<file path="config.mk">
export PLATFORM = sky130hd
export DESIGN_NAME = cmd_decode
export DESIGN_NICKNAME = d
export VERILOG_FILES = /design/src/rtl/sdram_ctrl_pkg.sv /design/src/rtl/refresh_timer.sv /design/src/rtl/cmd_decode.sv
export SDC_FILE = /design/constraint.sdc
export NUM_CORES = 1
export LEC_CHECK = 0
export ABC_AREA = 1
export CAP_MARGIN = 15
export CORE_MARGIN = 10
export CORE_UTILIZATION = 47
export CTS_CLUSTER_DIAMETER = 150
export DETAILED_ROUTE_END_ITERATION = 6
export GPL_TIMING_DRIVEN = 0
export PLACE_DENSITY_LB_ADDON = 0.1
export SYNTH_ARGS = -nofsm -noshare
export SYNTH_HDL_FRONTEND = slang
export SYNTH_SLANG_ARGS = --single-unit
</file>
<file path="constraint.sdc">
create_clock -name clk0 -period 1.4 [get_ports clk0]
set_input_delay 0.28 -clock clk0 [delete_from_list [all_inputs] [get_ports clk0]]
set_output_delay 0.28 -clock clk0 [all_outputs]
set_load 0.02 [all_outputs]
</file>
<file path="src/rtl/sdram_ctrl_pkg.sv">
// Shared definitions for the SDRAM command front end: command and FSM encodings,
// timing-register layout and its reset value.
package sdram_ctrl_pkg;

   typedef enum logic [2:0] {
      CmdNop       = 3'b000,
      CmdReada     = 3'b001,
      CmdWritea    = 3'b010,
      CmdRefresh   = 3'b011,
      CmdPrecharge = 3'b100,
      CmdLoadMode  = 3'b101,
      CmdLoadReg1  = 3'b110,
      CmdLoadReg2  = 3'b111
   } cmd_e;

   typedef enum logic [1:0] {
      StIdle    = 2'd0,
      StIssue   = 2'd1,
      StWaitAck = 2'd2,
      StRelease = 2'd3
   } state_e;

   // Field order matches the payload bit positions: cl[1:0] rc[3:2] rrd[7:4] pm[8] bl[12:9].
   typedef struct packed {
      logic [3:0] bl;
      logic       pm;
      logic [3:0] rrd;
      logic [1:0] rc;
      logic [1:0] cl;
   } timing_t;

   localparam int unsigned TimingW = $bits(timing_t);

   localparam timing_t TimingReset = '{bl: 4'd8, pm: 1'b0, rrd: 4'd1, rc: 2'd3, cl: 2'd3};

endpackage

</file>
<file path="src/rtl/refresh_timer.sv">
// Periodic refresh timer: down-counter reloaded from a programmable period,
// raising a sticky refresh request on every expiry.
module refresh_timer #(
   parameter int unsigned RFW = 16
) (
   input  logic           clk0,
   input  logic           reset,
   input  logic [RFW-1:0] period,
   input  logic           load,
   input  logic           ref_ack,
   output logic           ref_req
);

   logic [RFW-1:0] r_period;
   logic [RFW-1:0] r_cnt;
   logic           r_ref_req;
   logic           w_expire;

   // A reload in the same cycle masks the expiry of the old count.
   always_comb begin
      w_expire = 1'b0;
      if (!load && (r_period != '0) && (r_cnt == '0)) begin
         w_expire = 1'b1;
      end
   end

   always_ff @(posedge clk0) begin
      if (reset) begin
         r_period  <= '0;
         r_cnt     <= '0;
         r_ref_req <= 1'b0;
      end else begin
         if (load) begin
            r_period <= period;
            r_cnt    <= period;
         end else if (r_period != '0) begin
            if (r_cnt == '0) begin
               r_cnt <= r_period;
            end else begin
               r_cnt <= r_cnt - RFW'(1);
            end
         end

         if (w_expire) begin
            r_ref_req <= 1'b1;
         end else if (ref_ack) begin
            r_ref_req <= 1'b0;
         end
      end
   end

   assign ref_req = r_ref_req;

endmodule

</file>
<file path="src/rtl/cmd_decode.sv">
// Host command decoder: captures a command, issues one registered strobe for it,
// then waits for the acknowledge and for the host to return to NOP.
module cmd_decode
   import sdram_ctrl_pkg::*;
#(
   parameter int unsigned ASIZE = 23,
   parameter int unsigned RFW   = 16
) (
   input  logic             clk0,
   input  logic             reset,
   input  logic [2:0]       cmd,
   input  logic [ASIZE-1:0] addr,
   input  logic             cmdack,
   input  logic             ref_ack,
   output logic             do_read,
   output logic             do_write,
   output logic             do_refresh,
   output logic             do_precharge,
   output logic             do_load_mode,
   output logic             load_time,
   output logic             load_rfcnt,
   output logic [ASIZE-1:0] cmd_addr,
   output logic [1:0]       sc_cl,
   output logic [1:0]       sc_rc,
   output logic [3:0]       sc_rrd,
   output logic             sc_pm,
   output logic [3:0]       sc_bl,
   output logic             ref_req
);

   state_e           r_state;
   state_e           w_state_d;
   cmd_e             r_cmd;
   logic [ASIZE-1:0] r_cmd_addr;
   timing_t          r_timing;

   logic r_do_read, r_do_write, r_do_refresh, r_do_precharge, r_do_load_mode;
   logic r_load_time, r_load_rfcnt;

   logic w_capture, w_issue;
   logic w_do_read_d, w_do_write_d, w_do_refresh_d, w_do_precharge_d, w_do_load_mode_d;
   logic w_load_time_d, w_load_rfcnt_d;

   always_ff @(posedge clk0) begin
      if (reset) begin
         r_state <= StIdle;
      end else begin
         r_state <= w_state_d;
      end
   end

   always_comb begin
      w_state_d = r_state;
      w_capture = 1'b0;
      w_issue   = 1'b0;
      unique case (r_state)
         StIdle: begin
            if (cmd_e'(cmd) != CmdNop) begin
               w_capture = 1'b1;
               w_state_d = StIssue;
            end
         end
         StIssue: begin
            w_issue   = 1'b1;
            w_state_d = StWaitAck;
         end
         StWaitAck: begin
            if (cmdack) begin
               w_state_d = StRelease;
            end
         end
         StRelease: begin
            // A command still held here has already been issued; wait for NOP.
            if (cmd_e'(cmd) == CmdNop) begin
               w_state_d = StIdle;
            end
         end
         default: w_state_d = StIdle;
      endcase

      w_do_read_d       = w_issue && (r_cmd == CmdReada);
      w_do_write_d      = w_issue && (r_cmd == CmdWritea);
      w_do_refresh_d    = w_issue && (r_cmd == CmdRefresh);
      w_do_precharge_d  = w_issue && (r_cmd == CmdPrecharge);
      w_do_load_mode_d  = w_issue && (r_cmd == CmdLoadMode);
      w_load_time_d     = w_issue && (r_cmd == CmdLoadReg1);
      w_load_rfcnt_d    = w_issue && (r_cmd == CmdLoadReg2);
   end

   always_ff @(posedge clk0) begin
      if (reset) begin
         r_cmd          <= CmdNop;
         r_cmd_addr     <= '0;
         r_timing       <= TimingReset;
         r_do_read      <= 1'b0;
         r_do_write     <= 1'b0;
         r_do_refresh   <= 1'b0;
         r_do_precharge <= 1'b0;
         r_do_load_mode <= 1'b0;
         r_load_time    <= 1'b0;
         r_load_rfcnt   <= 1'b0;
      end else begin
         if (w_capture) begin
            r_cmd      <= cmd_e'(cmd);
            r_cmd_addr <= addr;
         end
         if (w_load_time_d) begin
            r_timing <= timing_t'(r_cmd_addr[TimingW-1:0]);
         end
         r_do_read      <= w_do_read_d;
         r_do_write     <= w_do_write_d;
         r_do_refresh   <= w_do_refresh_d;
         r_do_precharge <= w_do_precharge_d;
         r_do_load_mode <= w_do_load_mode_d;
         r_load_time    <= w_load_time_d;
         r_load_rfcnt   <= w_load_rfcnt_d;
      end
   end

   refresh_timer #(
      .RFW (RFW)
   ) u_refresh_timer (
      .clk0    (clk0),
      .reset   (reset),
      .period  (r_cmd_addr[RFW-1:0]),
      .load    (w_load_rfcnt_d),
      .ref_ack (ref_ack),
      .ref_req (ref_req)
   );

   assign do_read      = r_do_read;
   assign do_write     = r_do_write;
   assign do_refresh   = r_do_refresh;
   assign do_precharge = r_do_precharge;
   assign do_load_mode = r_do_load_mode;
   assign load_time    = r_load_time;
   assign load_rfcnt   = r_load_rfcnt;
   assign cmd_addr     = r_cmd_addr;
   assign sc_cl        = r_timing.cl;
   assign sc_rc        = r_timing.rc;
   assign sc_rrd       = r_timing.rrd;
   assign sc_pm        = r_timing.pm;
   assign sc_bl        = r_timing.bl;

endmodule

</file>
* Word-level counts from Yosys, hierarchy flattened
Index checks and enable logic that the tools add are counted.
** Storage, ports and cells
- Memories kept :: 0
- Memory bits (read-only) :: 0
- Logic and storage cells :: 63
- Bits in writable memories :: 0
- Register bits after elaboration :: 81
- Bits in latches :: 0
- Output and inout port bits :: 44
** Cells by class
- Multiply operators :: 0
- Multiplexer cells :: 13
- Bitwise operators :: 0
- Magnitude comparators :: 0
- Eq/ne operators :: 13
- $add $sub $neg :: 1
- Divide/modulo/power cells :: 0
- Reductions and logical operators :: 18
- Shift operators :: 0
** Operators by type and width (number)
- two-way mux 16 bit :: 3
- logical NOT 16 bit :: 1
- nonzero test 16 bit :: 1
- subtractor 16 x 1 -> 16 bit, second input constant :: 1
- == test 3 bit, second input constant :: 4
- logical AND 1 bit :: 9
- case mux 2 bit (4 select lines) :: 1
- == test 3 x 2 -> 1 bit, second input constant :: 2
- two-way mux 1 bit :: 6
- two-way mux 2 bit :: 3
- != test 2 bit, second input constant :: 3
- == test 2 bit, second input constant :: 2
- nonzero test 2 bit :: 2
- == test 3 x 1 -> 1 bit, second input constant :: 1
- logical NOT 3 bit :: 1
- AND reduction 3 bit :: 1
- nonzero test 3 bit :: 1
- == test 2 x 1 -> 1 bit, second input constant :: 1
- logical NOT 2 bit :: 1
- logical NOT 1 bit :: 1

* Logic depth before layout (Yosys ltp)
- Word-level depth :: 8
- Mapped depth :: 11

* Modules after synthesis
A second synthesis with hierarchy kept.
** Second synthesis, totals
- Cells, all modules :: 539
- Area total of the unflattened synthesis :: 3736.1 µm²
** Modules (own cells, without submodules)
- refresh_timer :: times used 1, cells each 318, area each 1963.1 µm²
- cmd_decode :: times used 1, cells each 221, area each 1773.0 µm²

* Worst setup path before layout
OpenSTA, ideal clock, no wires.
- Kind :: flip-flop to flip-flop
- Start :: reg r_state[1]
- End :: reg u_refresh_timer.r_cnt[4]
- Arrival time :: 1.451 ns
- Buffers on the path :: 2
- Slack :: -0.120 ns
- Setup time :: 0.069 ns
- Stages on the path, launching flop included :: 12
- Path through :: dfxtp_1 > inv_1 > ha_1 > nand2_2 > inv_2 > nand3_2 > buf_4 > nand2_4 > buf_6 > nor2_1 > nand2_2 > a21oi_2
** Between the ends
- Longest elaborated chain between the ends :: 4
** RTL lines
- start, declared :: RTL line cmd_decode.sv:31 : state_e r_state;
- start signal, assigned :: RTL line cmd_decode.sv:46 : r_state <= StIdle;
- start signal, assigned :: RTL line cmd_decode.sv:48 : r_state <= w_state_d;
- == test 2 x 1 -> 1 bit * :: RTL line cmd_decode.sv:56 : unique case (r_state)
- two-way mux 1 bit * :: RTL line cmd_decode.sv:56
- logical AND 1 bit * :: RTL line cmd_decode.sv:87 : w_load_rfcnt_d = w_issue && (r_cmd == CmdLoadReg2);
- two-way mux 16 bit or nonzero test 2 bit (tied branches)
- end signal, assigned :: RTL line refresh_timer.sv:35 : r_cnt <= period;
- end signal, assigned :: RTL line refresh_timer.sv:38 : r_cnt <= r_period;
- end signal, assigned :: RTL line refresh_timer.sv:40 : r_cnt <= r_cnt - RFW'(1);
- end, declared :: RTL line refresh_timer.sv:15 : logic [RFW-1:0] r_cnt;
Mark *: on every way between the ends. The rest lies on a longest branch, timed or not.
A chain may end at the register's enable or synchronous reset.

* Worst setup path after layout
- Start :: reg r_state[1]
- End :: reg u_refresh_timer.r_cnt[3]
The elaborated chain is that of the path after synthesis.

==> metrics.md <==
| Metric | Value |
|---|---|
| Slew at the pin closest to its max-slew limit | `707 ps` |
| Kind of critical path | `reg2reg` |
| Drt drc | `0` |
| R2R cell count | `10` |
| Relative slew slack | `0.528` |
| I/O Buffers | `72` |
| Initial antenna violation count | `0` |
| DR iter-0 viols | `172` |
| Syn Inst Count | `526` |
| Critical Path Start | `r_state[1]$_SDFFE_PP0P_` |
| Final Hold Fails | `0` |
| Die width | `110 um` |
| Area grow syn2layout | `53.9%` |
| Post-DP HPWL | `8340 um` |
| GPL Wtd Cong | `0.864` |
| Leakage power | `2.51 nW` |
| CP endpoint | `u_refresh_timer.r_cnt[3]$_SDFFE_PP0P_` |
| Post-Synth Adder-Cell Area | `0.0228` |
| Core Rows | `32` |
| Mapped Avg Cell Area | `7.29 um2` |
| CTS HTree Levels | `3` |
| Total CTS buffers | `9` |
| Post-route clock skew | `17.6 ps` |
| Synth Area in XOR/XNOR | `0` |
| Critical path data arrival time | `1810 ps` |
| Core region area | `7850 um2` |
| Seq/Total Area, Yosys | `0.423` |
| Vias in the first global route | `3,993` |
| Worst VDD drop | `1170 uV` |
| Worst r2r src | `r_state[1]$_SDFFE_PP0P_` |
| Fin crit share | `1.08` |
| Largest net degree at the start of global routing | `14` |
| Wire per inst | `16.5 um` |
| CTS tree | `done` |
| Worst EP required | `1690 ps` |
| Max-cap check violation count | `0` |
| Syn nets | `563` |
| Final hold slack | `253 ps` |
| Complex-gate fraction of the synthesized area | `0.147` |
| Mux contribution to synthesized area | `0` |
| Ant diodes | `0` |
| Final worst slack | `-117 ps` |
| Worst-path clk slew | `90 ps` |
| Initial Utilization | `0.489` |
| GRT Residual Overflow | `0` |
| Final #Nets | `682` |
| Global Route Usage Sum | `0.202` |
| Clock Root Buffer | `clkbuf_8` |
| Die height | `110 um` |
| DR pass1 iterations | `5` |
| Setup crit end kind | `flop` |
| Fmax | `0.659 GHz` |
| Synthesis-stage register bit count | `81` |
| Failing checks | `negative setup slack` |
| R2r endpoint | `u_refresh_timer.r_cnt[3]$_SDFFE_PP0P_` |
| Total Die Area | `12,200 um2` |
| RSZ-0062 raised after global routing | `yes` |
| Max Transition Viols Final | `0` |
| Total wire length | `12,400 um` |
| Layout cells sized above 1 | `0.417` |
| Synth cell types | `30` |
| CP Launch Type | `flop` |
| Simple-gate portion of the synthesized area | `0.339` |
| Ys Warns | `0` |
| Clock period minus worst slack | `1520 ps` |
| Antenna violation net count after detailed routing | `0` |
| Critical path fanouts, max | `5` |
| Setup Viol. Count Final | `31` |
| Largest family of logic cells by synthesized area | `simple AND/OR/NAND/NOR gates` |
| First-pass GRT wire length | `19,600 um` |
| CTS Sinks | `81` |
| Clock Latency Late Sink | `370 ps` |
| R2r setup slk | `-120 ps` |
| Via count | `3,898` |
| Power Density | `1250 nW/um2` |
| Clk buf depth | `2` |
| Num ports | `74` |
| Vias per Instance | `5.18` |
| Mapped Area | `3840 um2` |
| Final Power | `7.36 mW` |
| Status | `finished, violations left` |
| Worst hold path type | `in2reg` |
==> worst min path at each step <==
stage | startpoint | to | depth (start not counted)
floorplan | cmd[2] | r_cmd[2]$_SDFFE_PP0P_ | 2
global placement | sc_cl[0]$_SDFFE_PP1P_ | sc_cl[0]$_SDFFE_PP1P_ | 2
detailed placement | sc_cl[1]$_SDFFE_PP1P_ | sc_cl[1]$_SDFFE_PP1P_ | 2
CTS | reset | u_refresh_timer.r_cnt[6]$_SDFFE_PP0P_ | 2
global route | reset | u_refresh_timer.r_cnt[8]$_SDFFE_PP0P_ | 2
finish | reset | u_refresh_timer.r_cnt[6]$_SDFFE_PP0P_ | 2
==> layer usage <==
metal / global-route usage / vias to the layer above / routed length (um)
met5: 0 / - / 0
met4: 0.0761 / 0 / 246
met3: 0.0696 / 23 / 990
met2: 0.340 / 120 / 6200
met1: 0.232 / 1823 / 5010
li1: - / 1932 / -
==> synthesized netlist by cell type <==
| cell type | instances | area [um2] |
|---|---|---|
| ha_1 | 7 | 87.6 |
| buf_2 | 5 | 25.0 |
| nor2_2 | 8 | 50.1 |
| nand2_1 | 102 | 383 |
| buf_6 | 4 | 45.0 |
| a211oi_1 | 1 | 7.51 |
| o21a_1 | 15 | 113 |
| buf_1 | 3 | 11.3 |
| nand4_1 | 3 | 18.8 |
| o21ai_0 | 37 | 185 |
| nor2_4 | 2 | 22.5 |
| clkbuf_1 | 7 | 26.3 |
| nand3_4 | 1 | 17.5 |
| a21oi_1 | 23 | 115 |
| nand2_4 | 1 | 11.3 |
| inv_1 | 32 | 120 |
| o211ai_2 | 1 | 12.5 |
| nor2_1 | 126 | 473 |
| nand2_2 | 3 | 18.8 |
| nand3_2 | 16 | 160 |
| or2_2 | 1 | 6.26 |
| nor3_4 | 1 | 16.3 |
| nor3_1 | 4 | 20.0 |
| inv_2 | 4 | 15.0 |
| nand3_1 | 19 | 95.1 |
| nand3b_1 | 1 | 7.51 |
| clkbuf_2 | 1 | 5.00 |
| a21oi_2 | 15 | 131 |
| buf_4 | 2 | 15.0 |
| dfxtp_1 | 81 | 1620 |
==> metrics by stage <==
| step | area (um2) | setup slack (ps) | instances | setup TNS [ps] | util |
|---|---|---|---|---|---|
| after floorplan | 3860 | -9.48 | 526 | -9.48 | - |
| after global routing | 5910 | -185 | 752 | -4140 | 0.753 |
| after CTS | 5490 | -118 | 745 | -1250 | 0.700 |
| after global placement | 4710 | -447 | 700 | -12100 | 0.600 |
| after detailed placement | 4710 | -480 | 700 | -14210 | 0.600 |
| final | 5910 | -117 | 752 | -1780 | 0.753 |
==> flip-flops by register name, summed over array words and instances, names as in the netlist <==
name / flops
cmd_addr: 23
do_load_mode: 1
do_precharge: 1
do_read: 1
do_refresh: 1
do_write: 1
load_rfcnt: 1
load_time: 1
r_cmd: 3
r_state: 2
sc_bl: 4
sc_cl: 2
sc_pm: 1
sc_rc: 2
sc_rrd: 4
u_refresh_timer.r_cnt: 16
u_refresh_timer.r_period: 16
u_refresh_timer.ref_req: 1
==> layout by cell type (no fill, tap or decap), types with 4 or more instances in the layout <==
cell type	count
clkbuf_1	6
nor2_1	79
nor2_2	32
buf_4	19
dfxtp_2	22
nand3_1	15
nor2_4	25
inv_2	6
buf_6	20
o21ai_0	15
clkdlybuf4s50_1	28
nand3_2	17
dlygate4sd2_1	28
o21a_1	15
ha_4	4
a21oi_2	28
nand3_4	4
dfxtp_1	58
inv_1	24
buf_8	4
clkbuf_2	8
nand2_4	10
a21oi_1	10
clkdlybuf4s15_2	6
clkbuf_8	9
o21ai_1	21
nand2_2	30
nand2_1	64
inv_4	4
==> logic make-up (layout without fill, tap and decap cells) <==
group | count (synthesis) | after routing
buffers and inverters | 58 | 182
adders and majority gates | 7 | 7
and+or+nand+nor | 288 | 288
AOI/OAI and AO/OA | 92 | 92
DFF | 81 | 81
==> power breakdown <==
part	total, mW	internal [mW]	switching (mW)	leakage [nW]
Sequential	3.07	2.67	0.403	0.671
Combinational	2.62	1.12	1.51	1.75
Clock	1.67	0.822	0.845	0.0933
==> critical path, cell delays in order (launching register included) <==
cell and delay [ps]:
dfxtp_4 370, inv_4 40, ha_4 150, nand2_2 80, inv_2 50, nand3_4 70, buf_6 130, nand3_4 100
buf_6 140, o21a_1 180, a21oi_2 150
==> final cells by class <==
cell class,count,area (um2)
Multi-Input combinational cell,387,2500
Sequential cell,81,1650
Tap cell,102,128
Inverter,36,155
Clock buffer,11,131
Buffer,20,204
Clock inverter,5,56.3
Fill cell,574,1940
Timing Repair Buffer,110,1080
==> repair_timing <==
action | in CTS | in global routing
endpoints found under the setup margin | 109 | 75
pin swaps | 48 | 37
gates cloned | 5 | 2
setup buffers | 24 | 7
gates resized for setup | 175 | 163
hold buffers | 0 | 0
No activity file was read; power rests on OpenSTA's default activity.
